`src/rtl/maxpool2_relu_stream.sv`:
```
// 2x2 stride-2 max-pool + optional ReLU over a raster-order signed pixel stream.
// Latency: pooled pixel registered 1 cycle after the odd-row/odd-col input pixel.
// Backpressure: none; bubbles on valid_i freeze all state, downstream always accepts.
module maxpool2_relu_stream #(
    parameter int IN_W    = 24,
    parameter int DW      = 12,
    parameter bit RELU_EN = 1'b1
) (
    input  logic          clk_i,
    input  logic          rst_i,
    input  logic          clear_i,
    input  logic          valid_i,
    input  logic [DW-1:0] data_i,
    output logic          valid_o,
    output logic [DW-1:0] data_o,
    output logic          frame_done_o,
    output logic          busy_o
);

    localparam int OUT_W = IN_W / 2;
    localparam int CW    = $clog2(IN_W);
    localparam int LW    = CW - 1;
    localparam logic [CW-1:0] LAST_IDX = CW'(IN_W - 1);

    logic [CW-1:0]        col_q, col_d;
    logic [CW-1:0]        row_q, row_d;
    logic                 valid_q, valid_d;
    logic                 done_q, done_d;
    logic                 busy_q, busy_d;
    logic [DW-1:0]        data_q, data_d;
    logic signed [DW-1:0] pair_q, pair_d;

    // One horizontal max per output column, held from the even row to the odd row.
    logic signed [DW-1:0] lbuf_q [OUT_W];
    logic                 lbuf_we;
    logic [LW-1:0]        lbuf_idx;
    logic signed [DW-1:0] lbuf_rd;

    logic signed [DW-1:0] pix;
    logic signed [DW-1:0] hmax;
    logic signed [DW-1:0] vmax;
    logic signed [DW-1:0] pooled;
    logic                 col_last;
    logic                 row_last;

    always_comb begin
        pix      = signed'(data_i);
        lbuf_idx = col_q[CW-1:1];
        lbuf_rd  = lbuf_q[lbuf_idx];
        hmax     = (pix > pair_q) ? pix : pair_q;
        vmax     = (lbuf_rd > hmax) ? lbuf_rd : hmax;
        pooled   = (RELU_EN && vmax[DW-1]) ? '0 : vmax;
        col_last = (col_q == LAST_IDX);
        row_last = (row_q == LAST_IDX);
    end

    always_comb begin
        col_d   = col_q;
        row_d   = row_q;
        pair_d  = pair_q;
        valid_d = 1'b0;
        done_d  = 1'b0;
        data_d  = data_q;
        busy_d  = busy_q;
        lbuf_we = 1'b0;

        // Abort wins over a pixel presented in the same cycle.
        if (clear_i) begin
            col_d  = '0;
            row_d  = '0;
            pair_d = '0;
            data_d = '0;
            busy_d = 1'b0;
        end else if (valid_i) begin
            busy_d = 1'b1;
            if (!col_q[0]) begin
                pair_d = pix;
            end else if (!row_q[0]) begin
                lbuf_we = 1'b1;
            end else begin
                valid_d = 1'b1;
                data_d  = pooled;
            end

            if (col_last) begin
                col_d = '0;
                if (row_last) begin
                    row_d  = '0;
                    done_d = 1'b1;
                    busy_d = 1'b0;
                end else begin
                    row_d = row_q + 1'b1;
                end
            end else begin
                col_d = col_q + 1'b1;
            end
        end
    end

    always_ff @(posedge clk_i or posedge rst_i) begin
        if (rst_i) begin
            col_q   <= '0;
            row_q   <= '0;
            pair_q  <= '0;
            valid_q <= 1'b0;
            done_q  <= 1'b0;
            data_q  <= '0;
            busy_q  <= 1'b0;
        end else begin
            col_q   <= col_d;
            row_q   <= row_d;
            pair_q  <= pair_d;
            valid_q <= valid_d;
            done_q  <= done_d;
            data_q  <= data_d;
            busy_q  <= busy_d;
        end
    end

    // Contents are always rewritten on an even row before being read, so no reset.
    always_ff @(posedge clk_i) begin
        if (lbuf_we) begin
            lbuf_q[lbuf_idx] <= hmax;
        end
    end

    assign valid_o      = valid_q;
    assign data_o       = data_q;
    assign frame_done_o = done_q;
    assign busy_o       = busy_q;

endmodule

```
`config.mk`:
```
export PLATFORM = sky130hd
export DESIGN_NAME = maxpool2_relu_stream
export DESIGN_NICKNAME = d
export VERILOG_FILES = /design/src/rtl/maxpool2_relu_stream.sv
export SDC_FILE = /design/constraint.sdc
export NUM_CORES = 1
export LEC_CHECK = 0
export CORE_MARGIN = 4
export CORE_UTILIZATION = 45
export DETAILED_ROUTE_END_ITERATION = 8
export PLACE_DENSITY = 0.66
export SLEW_MARGIN = 15
export SYNTH_ARGS = -nofsm -noshare
export SYNTH_HDL_FRONTEND = slang
export SYNTH_SLANG_ARGS = --single-unit
```
`constraint.sdc`:
```
create_clock -name clk_i -period 4.7 [get_ports clk_i]
set_input_delay 1.41 -clock clk_i [delete_from_list [all_inputs] [get_ports clk_i]]
set_output_delay 1.41 -clock clk_i [all_outputs]
set_load 0.02 [all_outputs]
```
; ---- Yosys cells after proc, flatten, opt, wreduce, memory -nomap -nowiden
; Memory sizes are Yosys's and may differ from the RTL's.
; Index checks and enable logic that the tools add are counted.
[totals]
word_cells = 57
mem_bits_ro = 0
latch_bits = 0
mem_bits_rw = 144
regBits = 37
n_memories = 1
[op_classes]
n_bitwise = 0
multipliers = 0
order_cmp = 2
mux = 35
n_div = 0
reduce_logical = 7
add_sub_neg = 2
eq_ne = 3
shifts = 0
[memory_table]
columns = name, depth, width, read_ports, rd_clocked_by_memory_dff, write_ports, line
row1 = lbuf_q, 12, 12, 1, 0, 1, 34  ; logic signed [DW-1:0] lbuf_q [OUT_W];
[op_table]
columns = cell, n
row1 = two-way mux 12 bit, 9
row2 = two-way mux 5 bit, 7
row3 = > comparator 12 bit, 2
row4 = two-way mux 1 bit, 18
row5 = two-way mux 11 bit, 1
row6 = adder 5 x 1 -> 5 bit (second input constant), 2
row7 = == test 5 bit (second input constant), 2
row8 = nonzero test 2 bit, 4
row9 = AND reduction 2 bit, 2
row10 = AND reduction 3 bit, 1
row11 = != test 2 bit (second input constant), 1

; ---- Longest topological paths before layout
[depth]
ltp_word = 9
ltp_mapped = 19

; ---- Worst setup path before layout
; Ideal clock, no wire load.
[synth_path]
path_kind = input to register
start = input data_i[11]
end = register data_q[1] (netlist: data_o[1])
slack_ns = -0.988
required_time_ns = 4.574
setup_time_ns = 0.126
stages = 17
arrival_time_ns = 5.563
path_buffers = 2
cell_sequence = ha_1 buf_4 a21oi_1 o221ai_1 nor3_1 nor2_1 buf_1 o21ai_0 ha_1 nor2b_1 o21a_1 o21a_1 o21ai_0 nor4_1 o41ai_2 nor3_4 a221o_1
[synth_between]
elab_chain_cells = 9
[synth_rtl]
columns = element, line
row1 = start: declaration, 13  ; input logic [DW-1:0] data_i,
row2 = > comparator 12 bit, 50  ; hmax = (pix > pair_q) ? pix : pair_q;
row3 = two-way mux 12 bit, 50
row4 = net hmax[0], 40  ; logic signed [DW-1:0] hmax;
row5 = > comparator 12 bit, 51  ; vmax = (lbuf_rd > hmax) ? lbuf_rd : hmax;
row6 = two-way mux 12 bit, 51
row7 = two-way mux 11 bit, 52  ; pooled = (RELU_EN && vmax[DW-1]) ? '0 : vmax;
row8 = two-way mux 12 bit, 78  ; end else if (!row_q[0]) begin
row9 = two-way mux 12 bit, 76  ; if (!col_q[0]) begin
row10 = two-way mux 12 bit, 74  ; end else if (valid_i) begin
row11 = two-way mux 12 bit, 68  ; if (clear_i) begin
row12 = end signal: assignment, 115  ; data_q <= data_d;
row13 = end: declaration, 30  ; logic [DW-1:0] data_q, data_d;
; The timed path passes the listed nets, and every way through them passes these cells. The select of a mux whose other input is x is not followed.
; A chain may end at the register's enable or synchronous reset.

; ---- Worst setup path in the final report
[layout_path]
start = input data_i[7]
end = register data_q[9] (netlist: data_o[9])
[layout_between]
elab_chain_cells = 9
[layout_rtl]
columns = element, line
row1 = > comparator 12 bit, 50
row2 = two-way mux 12 bit *, 50
row3 = > comparator 12 bit, 51
row4 = two-way mux 12 bit *, 51
row5 = two-way mux 11 bit *, 52
row6 = two-way mux 12 bit *, 78
row7 = two-way mux 12 bit *, 76
row8 = two-way mux 12 bit *, 74
row9 = two-way mux 12 bit *, 68
; Mark *: on every way between the ends. The rest lies on a longest branch, timed or not. The select of a mux whose other input is x is not followed.

==> results.ini <==
[logic_synthesis]
synth_edf_count = 144
async_flop_share_pct = 20.0
avgSynthCellArea_um2 = 15.0
synth_warnings = 0
synth.distinct_cells = 55
syn_inst = 542
synthFlopType = edfxtp_1
ys_ff_latch = 180
ys_seq_area_share_pct = 64.4
synth_nets = 581
netlist_area_mm2 = 0.00811

[pwr]
power_density_mw_per_mm2 = 364
leakagePower_nw = 3.71
peakVddDrop_uv = 249

[critical_path]
r2r_cells = 19
timing.rr.start = pair_q[7]
crit_path_max_fanout = 6
reg2reg_to = data_o[9]
crit_required_ps = 5020
worstPathArrival_ps = 4940
critPathCaptureType = flop
r2r_slack_ps = 620
crit_type = in -> reg
cp-start-kind = input port

[place]
dpl.cell_count = 852
post-place-ws_ps = -723
placed_cell_area_mm2 = 0.00932
dp_hpwl_um = 12700
place.gp.congestion = 0.866
port_buffers = 29

[die]
core_area_mm2 = 0.0175
die_area_mm2 = 0.0202
dieWidth_um = 142
die-height_um = 142
initial_core_util_pct = 46.4
rows = 48
io_pins = 31

[drt]
antenna_left = 0
drtPass1Iterations = 4
finalWirelength_um = 18500
num_vias = 5048
drt-initial-drc-count = 334
via_per_inst = 5.64
drc = 0
post_drt_wl_per_cell_um = 20.7

[layout]
n_antenna_cell = 0
final_cell_mix = 144 x edfxtp_1, 89 x buf_4, 52 x nand2_1, 36 x mux4_2, 34 x dfrtp_1
ff_latch_area_mm2 = 0.00523
nets = 697
multiInputGateArea_mm2 = 0.00296
final_common_cell = edfxtp_1
final_area_mm2 = 0.0101
n_fill_cell = 1365
drive_gt1_share_pct = 32.4
syn_to_final_growth_pct = 24.9
final_util_pct = 58.0
fin_cells = 895

[sta]
hold_viol = 0
fin_ws_ps = 87.3
post-route-min-period_ps = 4610
grt_setup_unrepaired = true
skew_ps = 12.3
period_share_pct = 98.1
slew_violations = 0
relSlewSlack_pct = 31.2
setup_violations = 0
fmax_mhz = 217
holdWs_ps = 547
tightest_slew_ps = 1030

[worst_hold_path]
hp-class = reg -> reg
worstHoldStart = data_o[6]
hold_end = data_o[6]
hold_depth = 2

[clock_network]
clk_latency_ps = 440
cts.path.max_buffers = 2
cts_sinks = 180
path_clk_slew_ps = 70
cts_tree = yes
htreeDepth = 4
numCtsBuffers = 17
cts_root_buf = clkbuf_16
cts_hold_buffers = 0

[flow_run]
cap_viol_max_count = 0

[global_routing]
overflow = 0
grt_max_degree = 37
antenna_found_initial = 0
grt_first_pass_wirelength_um = 29400
gr-usage-all-layers_pct = 19.3
grt_pass1_vias = 5230

[outcome]
status = finished clean

-- power by group --
| group | total, mW | internal (mW) | switching [mW] |
|---|---|---|---|
| logic | 0.502 | 0.232 | 0.270 |
| clock network | 1.39 | 0.784 | 0.605 |
| registers | 1.80 | 1.78 | 0.0183 |
| total | 3.69 | 2.79 | 0.894 |
-- cell type report --
type	instances	share of cell area, %
timing repair buffer	121	9.54
sequential	180	51.6
multi-input combinational	306	29.2
inverter	32	1.19
clock buffer	17	4.20
clock inverter	14	1.49
tap	225	2.78
-- cell families after synthesis --
| family | after synthesis | share of synthesized area [%] |
|---|---|---|
| compound gates | 88 | 7.90 |
| xor+xnor | 2 | 0.216 |
| fa+ha+maj | 23 | 3.55 |
| buf+inv | 56 | 2.75 |
| flops | 180 | 64.4 |
| mux | 60 | 13.0 |
| other cells | 1 | 0.0462 |
| simple gates | 132 | 8.16 |
-- routing by layer --
| layer | vias to the layer above | global-route usage [%] | wire length, um | part of all wire, % |
|---|---|---|---|---|
| met5 | - | 0 | 0 | 0 |
| met4 | 0 | 6.36 | 306 | 1.7 |
| met3 | 26 | 3.29 | 828 | 4.5 |
| met2 | 129 | 31.8 | 9190 | 50 |
| met1 | 2565 | 26.2 | 8190 | 44 |
| li1 | 2328 | - | - | - |
-- worst max-delay path: stages --
cell and delay [ps]:
buf_8 100, ha_4 260, nand4_1 190, buf_4 210, a211oi_4 240, buf_6 150
nor3_4 40, nor2_4 180, mux2i_2 270, ha_1 270, nor2b_1 130, o21a_1 160
o21a_1 190, o21ai_2 170, nor4_4 70, o41ai_4 280, buf_4 200, nor3_4 60
a221o_1 330
-- cell usage after synthesis, types with 8 or more instances --
library cell,count,area [um2]
clkbuf_1,13,48.8
o211ai_1,8,60.1
dfrtp_1,36,901
nand2_1,52,195
inv_1,32,120
mux2i_1,24,240
edfxtp_1,144,4320
o21ai_0,14,70.1
ha_1,23,288
mux4_2,36,811
a21oi_1,30,150
nor2_1,24,90.1
nand3_1,11,55.1
nor3_1,11,55.1
-- per-stage QoR --
step | power, mW | TNS [ps]
after floorplan | 2.08 | -1020
after global placement | 2.26 | -5960
after detailed placement | 2.28 | -6980
after CTS | 3.69 | 0
after global routing | 3.84 | -226
final | 3.69 | 0
-- worst max-delay path by stage --
| stage | startpoint | to | slack [ps] | cells after the start |
|---|---|---|---|---|
| 3_5_place_dp | data_i[6] | data_o[8] | -720 | 17 |
| 6_report | data_i[7] | data_o[9] | 90 | 19 |
| 2_1_floorplan | data_i[1] | data_o[8] | -140 | 17 |
| 3_3_place_gp | data_i[5] | data_o[3] | -580 | 17 |
| 5_1_grt | data_i[1] | data_o[9] | -60 | 19 |
| 4_1_cts | data_i[5] | data_o[8] | 0.4 | 17 |
-- registers in the layout, indices dropped and copies added, names as in the netlist --
| signal | count |
|---|---|
| row_q | 5 |
| frame_done_o | 1 |
| data_o | 11 |
| valid_o | 1 |
| lbuf_q | 144 |
| col_q | 5 |
| pair_q | 12 |
| busy_o | 1 |
-- repair_timing --
| action | 4_1_cts | 5_1_grt |
|---|---|---|
| resized for setup | 31 | 44 |
| setup buffers | 8 | 5 |
| setup endpoints to repair | 11 | 11 |
| pin swaps | 16 | 22 |
| cloned | 0 | 0 |
Note: power is estimated with default switching activity, not from simulation.
